`config.mk`:
```
export PLATFORM = sky130hd
export DESIGN_NAME = stopwatch_ctrl
export DESIGN_NICKNAME = d
export VERILOG_FILES = /design/src/rtl/stopwatch_pkg.sv /design/src/rtl/stopwatch_ctrl_debounce.sv /design/src/rtl/stopwatch_ctrl.sv
export SDC_FILE = /design/constraint.sdc
export NUM_CORES = 1
export LEC_CHECK = 0
export BUFFER_PORTS_ARGS = -buffer_cell sky130_fd_sc_hd__buf_2
export CORE_UTILIZATION = 57
export DETAILED_ROUTE_END_ITERATION = 8
export PLACE_DENSITY_LB_ADDON = 0.05
export SKIP_CTS_REPAIR_TIMING = 1
export SLEW_MARGIN = 40
export SYNTH_ARGS = -nofsm -noshare
export SYNTH_HDL_FRONTEND = slang
export SYNTH_SLANG_ARGS = --single-unit
```
`constraint.sdc`:
```
create_clock -name clk -period 2.45 [get_ports clk]
set_input_delay 0.3675 -clock clk [delete_from_list [all_inputs] [get_ports clk]]
set_output_delay 0.3675 -clock clk [all_outputs]
set_load 0.005 [all_outputs]
```
`src/rtl/stopwatch_pkg.sv`:
```
// Shared types and defaults for the stopwatch control sequencer.
package stopwatch_pkg;

  typedef enum logic [1:0] {
    SW_IDLE  = 2'd0,
    SW_RUN   = 2'd1,
    SW_PAUSE = 2'd2,
    SW_LAP   = 2'd3
  } sw_state_t;

  localparam int          SW_DEBOUNCE_CYCLES = 20;
  localparam int          SW_TICK_DIV        = 60000;
  localparam logic [15:0] BCD_ZERO           = 16'h0000;

  // The minute prescaler advances only while the stopwatch is counting.
  function automatic logic is_counting(input sw_state_t s);
    return (s == SW_RUN) || (s == SW_LAP);
  endfunction

endpackage

```
`src/rtl/stopwatch_ctrl_debounce.sv`:
```
// Button conditioner: 2-FF synchroniser, stable-level debounce, rising-edge pulse.
module button_debounce #(
  parameter int DEBOUNCE_CYCLES = 20
) (
  input  logic clk,
  input  logic rst,
  input  logic btn_raw,
  output logic press
);

  localparam int            CW       = $clog2(DEBOUNCE_CYCLES + 1);
  localparam logic [CW-1:0] CNT_LAST = CW'(DEBOUNCE_CYCLES - 1);

  logic          sync1;
  logic          sync2;
  logic          level;
  logic          level_d;
  logic [CW-1:0] cnt;

  // cnt counts consecutive samples that disagree with the accepted level;
  // the level flips on the DEBOUNCE_CYCLES-th such sample.
  always_ff @(posedge clk or posedge rst) begin
    if (rst) begin
      sync1   <= 1'b0;
      sync2   <= 1'b0;
      level   <= 1'b0;
      level_d <= 1'b0;
      cnt     <= '0;
    end else begin
      sync1   <= btn_raw;
      sync2   <= sync1;
      level_d <= level;
      if (sync2 == level) begin
        cnt <= '0;
      end else if (cnt == CNT_LAST) begin
        level <= sync2;
        cnt   <= '0;
      end else begin
        cnt <= cnt + CW'(1);
      end
    end
  end

  assign press = level & ~level_d;

endmodule

```
`src/rtl/stopwatch_ctrl.sv`:
```
// Stopwatch control sequencer: button events -> IDLE/RUN/PAUSE/LAP FSM,
// datapath command pulses, minute prescaler and lap-freezing display mux.
module stopwatch_ctrl
  import stopwatch_pkg::*;
#(
  parameter int DEBOUNCE_CYCLES = SW_DEBOUNCE_CYCLES,
  parameter int TICK_DIV        = SW_TICK_DIV
) (
  input  logic        clk,
  input  logic        rst,
  input  logic        btn_start_raw,
  input  logic        btn_reset_raw,
  input  logic [15:0] time_in,
  output logic        sw_start_stop,
  output logic        sw_reset,
  output logic        sw_tick,
  output logic [15:0] disp_time,
  output logic        running,
  output logic        lap_active
);

  localparam int            PW         = $clog2(TICK_DIV);
  localparam logic [PW-1:0] PRESC_LAST = PW'(TICK_DIV - 1);

  sw_state_t     state;
  sw_state_t     state_next;
  logic          start_ev;
  logic          reset_raw_ev;
  logic          reset_ev;
  logic          start_stop_next;
  logic          reset_next;
  logic          tick_next;
  logic          capture;
  logic [PW-1:0] presc;
  logic [PW-1:0] presc_next;
  logic [15:0]   lap_reg;
  logic [15:0]   disp_next;

  button_debounce #(.DEBOUNCE_CYCLES(DEBOUNCE_CYCLES)) u_start_btn (
    .clk     (clk),
    .rst     (rst),
    .btn_raw (btn_start_raw),
    .press   (start_ev)
  );

  button_debounce #(.DEBOUNCE_CYCLES(DEBOUNCE_CYCLES)) u_reset_btn (
    .clk     (clk),
    .rst     (rst),
    .btn_raw (btn_reset_raw),
    .press   (reset_raw_ev)
  );

  // Start has priority: a reset event coinciding with a start event is dropped.
  assign reset_ev = reset_raw_ev & ~start_ev;

  always_ff @(posedge clk or posedge rst) begin
    if (rst) begin
      state         <= SW_IDLE;
      sw_start_stop <= 1'b0;
      sw_reset      <= 1'b0;
      sw_tick       <= 1'b0;
      presc         <= '0;
      lap_reg       <= BCD_ZERO;
      disp_time     <= BCD_ZERO;
      running       <= 1'b0;
      lap_active    <= 1'b0;
    end else begin
      state         <= state_next;
      sw_start_stop <= start_stop_next;
      sw_reset      <= reset_next;
      sw_tick       <= tick_next;
      presc         <= presc_next;
      if (capture) lap_reg <= time_in;
      disp_time     <= disp_next;
      running       <= is_counting(state_next);
      lap_active    <= (state_next == SW_LAP);
    end
  end

  always_comb begin
    state_next = state;
    unique case (state)
      SW_IDLE:  if (start_ev) state_next = SW_RUN;
      SW_RUN:   if (start_ev) state_next = SW_PAUSE;
                else if (reset_ev) state_next = SW_LAP;
      SW_LAP:   if (start_ev) state_next = SW_PAUSE;
                else if (reset_ev) state_next = SW_RUN;
      SW_PAUSE: if (start_ev) state_next = SW_RUN;
                else if (reset_ev) state_next = SW_IDLE;
      default:  state_next = SW_IDLE;
    endcase
  end

  always_comb begin
    start_stop_next = start_ev;
    reset_next      = reset_ev && ((state == SW_IDLE) || (state == SW_PAUSE));
    capture         = reset_ev && (state == SW_RUN);
    tick_next       = is_counting(state) && (presc == PRESC_LAST);

    presc_next = presc;
    if (is_counting(state)) begin
      presc_next = tick_next ? '0 : presc + PW'(1);
    end
    if ((state == SW_IDLE) || reset_next) begin
      presc_next = '0;
    end

    // On entry to LAP the captured value equals time_in, so only a stay in LAP
    // needs the frozen register.
    disp_next = ((state == SW_LAP) && (state_next == SW_LAP)) ? lap_reg : time_in;
  end

endmodule

```
# == Yosys cells after proc, flatten, opt, wreduce, memory -nomap -nowiden ==
# Cells that the tools add are included.
# totals
n_memories,0
word_cells,68
ff_bits,73
ram_bits,0
input_bits,20
romBits,0
latch_bits,0
# classes
shifts,0
n_bitwise,8
reduce_logical,12
n_eq_ne,10
magnitude_cmp,0
n_mul,0
muxes,16
div_mod_pow,0
add_sub_neg,3
# ops
operator,count
$mux 16,4
$mux 5,4
$add 16x1->16 const B,1
$eq 16x16->1 const B,1
$mux 2,7
$add 5x1->5 const B,2
$eq 5x5->1 const B,2
$pmux 2 s4,1
$eq 2x2->1 const B,3
$not 1->1,5
$eq 2x1->1 const B,2
$logic_and 1x1->1,4
$logic_or 1x1->1,4
$reduce_and 2->1,2
$and 1x1->1,3
$eq 1x1->1,2
$logic_not 2->1,1
$reduce_bool 2->1,1

# == Depth between registers and ports, before layout ==
# depth
word_depth,10
ltp_mapped,7
depth_no_buf,5

# == By module ==
# Synthesis repeated with hierarchy kept, for this count alone.
# unflattened
cells_unflattened,241
hier_area_um2,3083.0
# by_module_without_submodules
module,cells_each,seq_area_each_um2,area_per_inst_um2,instances
stopwatch_ctrl,187,1376.3,2374.8,1
button_debounce,27,225.2,354.1,2

# == Worst setup path before layout ==
# No wires, ideal clock.
# synth_path
kind,register to register
startpoint,register presc[0]
endpoint,register presc[14]
synth_period_minus_slack_ns,1.860
arrival_time_ns,1.734
path_buffers,1
slack_ns,0.590
path_stages_with_launch,7
cell_sequence,dfrtp_1 -> ha_1 -> nand4_1 -> o41a_1 -> buf_6 -> and3_1 -> a221o_1
# synth_via
elab_chain_cells,5
word_cells_on_any_way,6
classes_between,add/sub: 1; eq/ne: 1; mux: 3; reduce/logical: 1
# synth_lines
item,line,text
start: declaration,stopwatch_ctrl.sv:34,logic [PW-1:0] presc;
start signal: assignment,stopwatch_ctrl.sv:72,presc <= presc_next;
"parallel branches: the longest is 2 deep, another holds $add 16x1->16",--,
$mux 16 *,stopwatch_ctrl.sv:102,presc_next = tick_next ? '0 : presc + PW'(1);
$mux 16 *,stopwatch_ctrl.sv:101,if (is_counting(state)) begin
$mux 16 *,stopwatch_ctrl.sv:104,if ((state == SW_IDLE) || reset_next) begin
# Every way passes the cells marked *. The select of a mux whose other input is x is not followed.
# A chain may end at the register's enable or synchronous reset.

# == Worst setup path after layout ==
# layout_path
startpoint,register presc[0]
endpoint,register presc[8]
# The elaborated chain is that of the path after synthesis.

==> impl_metrics.toml <==
[finish]
final_core_util = 0.700
final_design_area_no_fill_um2 = 3620
drive_gt1_frac = 0.333
layout.nets = 315
n_antenna_cell = 0
area_growth_pct = 17.3

[placed_design]
hpwlAfterDp_mm = 3.40
io_buffer_count = 40
placer_s_final_routability_congestion_estimate = 0.883
placedInstanceArea_um2 = 3380

[logic_synthesis]
yosys.area.top_type_share = 0.591
synth_ff_type = "sky130_fd_sc_hd__dfrtp_1"
synth_seq_cells = 73
synth_warnings = 0
avgSynthCellArea_um2 = 12.6
synth.most_common_cell = "sky130_fd_sc_hd__dfrtp_1"
synthCells = 245
synthesis.nets = 268
cells_taking_the_most_area_after_synthesis = "sky130_fd_sc_hd__dfrtp_1 59%, sky130_fd_sc_hd__mux2_2 13%, sky130_fd_sc_hd__xnor2_1 2.0%"
seq_area_frac_synth = 0.591
synth_enable_flop_cells = 0
synth.cells.most_frequent = "73 x sky130_fd_sc_hd__dfrtp_1, 36 x sky130_fd_sc_hd__mux2_2, 12 x sky130_fd_sc_hd__nand3_1, 12 x sky130_fd_sc_hd__nor2_1, 9 x sky130_fd_sc_hd__o21ai_0"
synth.distinct_cells = 36
netlist.top_cell.by_area = "sky130_fd_sc_hd__dfrtp_1"
synth-async-reset-ratio = 1.00
netlist_area_um2 = 3090

[floorplanning]
num_rows = 26
floorplan.core_area_um2 = 5170
initial_utilization = 0.597
fp.dieW_um = 75.6
die_span_y_um = 75.6
design.portCount = 41
design.die.area_um2 = 5720

[global_route]
grt_first_pass_wirelength_mm = 8.74
grt_remaining_overflow = 0
antenna_violations_before_repair = 0
grt_use_total = 0.212
use_met1 = 0.276
grt_busiest_layer = "met2"
largest_net_degree_at_the_start_of_global_routing = 74
gr-usage-met3 = 0.0529
use_met2 = 0.329
first_global_vias = 1926

[timing]
clock.fmax_mhz = 476
grt_setup_unrepaired = "no"
max_slew_margin = 0.694
setup_viol = 0
maxSlewViolCount = 0
crit_path_time_final_ns = 2.10
min_period_over_period = 0.857
finalSetupTns_ns = 0
worstMarginPinSlew_ns = 0.459
final_hold_violation_count = 0
final.setup_skew_ns = 0.00658

[clocking]
cts-buffers-inserted = 9
worst_skew_pair.late_latency_ns = 0.34
clk_sinks = 73
max-clock-path-buffers = 2
worst_setup_hold_path_clk_slew_ns = 0.08
htree_num_levels = 3
tritoncts = "built"
clock-root-buffer = "sky130_fd_sc_hd__clkbuf_8"

[worst_setup_path]
critical_path_required_ns = 2.68
timing.critical_path.to_type = "flop"
cp-start-kind = "flop"
crit_chain = "ha_1 > nand4_1 > o41a_1 > buf_4 > a21o_1 > a22o_1"
critPathSlowestCell = "sky130_fd_sc_hd__o41a_1"
cp_max_fo = 12
critPathBufInv = 1
critical_path_arrival_ns = 2.33
r2r.worst_path.cells = 6
critPathTopFamily = "compound AO/OA/AOI/OAI gates"
regToRegStartpoint = "presc[0]$_DFFE_PP0P_"
criticalPathCategory = "reg2reg"
slack_of_the_worst_reg_to_reg_path_ns = 0.35
cpPeakStageDelay_ns = 0.53
r2r_end = "presc[8]$_DFFE_PP0P_"

[routing]
wl_per_cell_um = 14.1
drt-total-wl_mm = 5.19
drt_pass1_iterations = 4
postRouteAntennaNets = 0
routed_via_density = 5.67
dr_total_vias = 2081
drc_errors = 0
detail_route.iter0.violations = 123

[pwr]
ir_worst_vdd_mv = 0.537
power.density_nw_per_um2 = 688
leakagePower_nw = 1.68

[status]
status = "completed"

[run]
timing.max_cap.violations = 0

[worst_hold_path]
worst_hold_path_class = "in2async"
==> cells in the final DEF (no fill, tap or decap), drive strengths merged <==
| master | count |
|---|---|
| a21o | 2 |
| a21oi | 8 |
| a221o | 1 |
| a22o | 5 |
| a22oi | 1 |
| a31oi | 5 |
| a41oi | 4 |
| and2 | 1 |
| and3 | 6 |
| and3b | 1 |
| and4 | 3 |
| buf | 47 |
| bufinv | 3 |
| clkbuf | 11 |
| clkinv | 1 |
| clkinvlp | 1 |
| dfrtp | 73 |
| ha | 3 |
| inv | 5 |
| mux2 | 36 |
| mux2i | 3 |
| nand2 | 8 |
| nand2b | 4 |
| nand3 | 12 |
| nand4 | 8 |
| nand4b | 1 |
| nand4bb | 2 |
| nor2 | 12 |
| nor2b | 4 |
| nor3 | 3 |
| nor3b | 2 |
| nor4 | 1 |
| o21a | 1 |
| o21ai | 9 |
| o2bb2ai | 1 |
| o41a | 1 |
| xnor2 | 7 |
| xor2 | 1 |
==> routing by layer <==
metal,up-vias,part of all wire
li1,988,-
met1,1029,0.46
met2,54,0.48
met3,10,0.046
met4,0,0.022
met5,-,0
==> cells by family after synthesis <==
group                      count (synthesis)  synth area share
adders and majority gates                  3            0.0122
muxes                                     39             0.141
AOI/OAI and AO/OA                         38            0.0826
buffers and inverters                     16            0.0267
xor gates and xnor gates                   8            0.0227
and+or+nand+nor                           68             0.124
DFF                                       73             0.591
==> power by group <==
part	switching, mW	internal (mW)
combinational	0.0494	0.0528
sequential	0.0166	1.24
clock	0.429	0.703
total	0.495	2.00
==> worst register-to-register path, delay by kind of cell (launching register included) <==
kind            cells  cell delay (ns)
compound gates      3             0.86
fa+ha+maj           1             0.30
buf+inv             1             0.22
flops               1             0.45
simple gates        1             0.15
==> final cells by class <==
type | count | area (um2)
flip-flops and latches | 73 | 1830
fillers | 357 | 1550
multi-input cells | 156 | 1180
repair buffers | 47 | 265
clock buffers | 11 | 141
clock inverters | 5 | 103
well taps | 70 | 87.6
inverters | 5 | 18.8
==> through the flow <==
stage               hold slack (ns)  power [mW]  std cells  worst slack (ns)
floorplan                     0.331        1.34        245             0.229
global placement              0.337        1.39        351             0.446
detailed placement            0.337        1.39        351             0.400
CTS                           0.108        2.52        367             0.370
global route                  0.115        2.58        367             0.230
finish                       0.0899        2.49        367             0.350
==> worst max path at each step <==
stage	to	slack (ns)	cells after the start	start
6_report	presc[8]$_DFFE_PP0P_	0.35	6	presc[0]$_DFFE_PP0P_
5_1_grt	presc[5]$_DFFE_PP0P_	0.23	6	presc[0]$_DFFE_PP0P_
4_1_cts	presc[3]$_DFFE_PP0P_	0.37	6	presc[1]$_DFFE_PP0P_
3_5_place_dp	presc[3]$_DFFE_PP0P_	0.40	6	presc[0]$_DFFE_PP0P_
3_3_place_gp	presc[3]$_DFFE_PP0P_	0.45	6	presc[0]$_DFFE_PP0P_
2_1_floorplan	disp_time[0]$_DFF_PP0_	0.23	1	rst
Power figures use the tool's default switching activity.
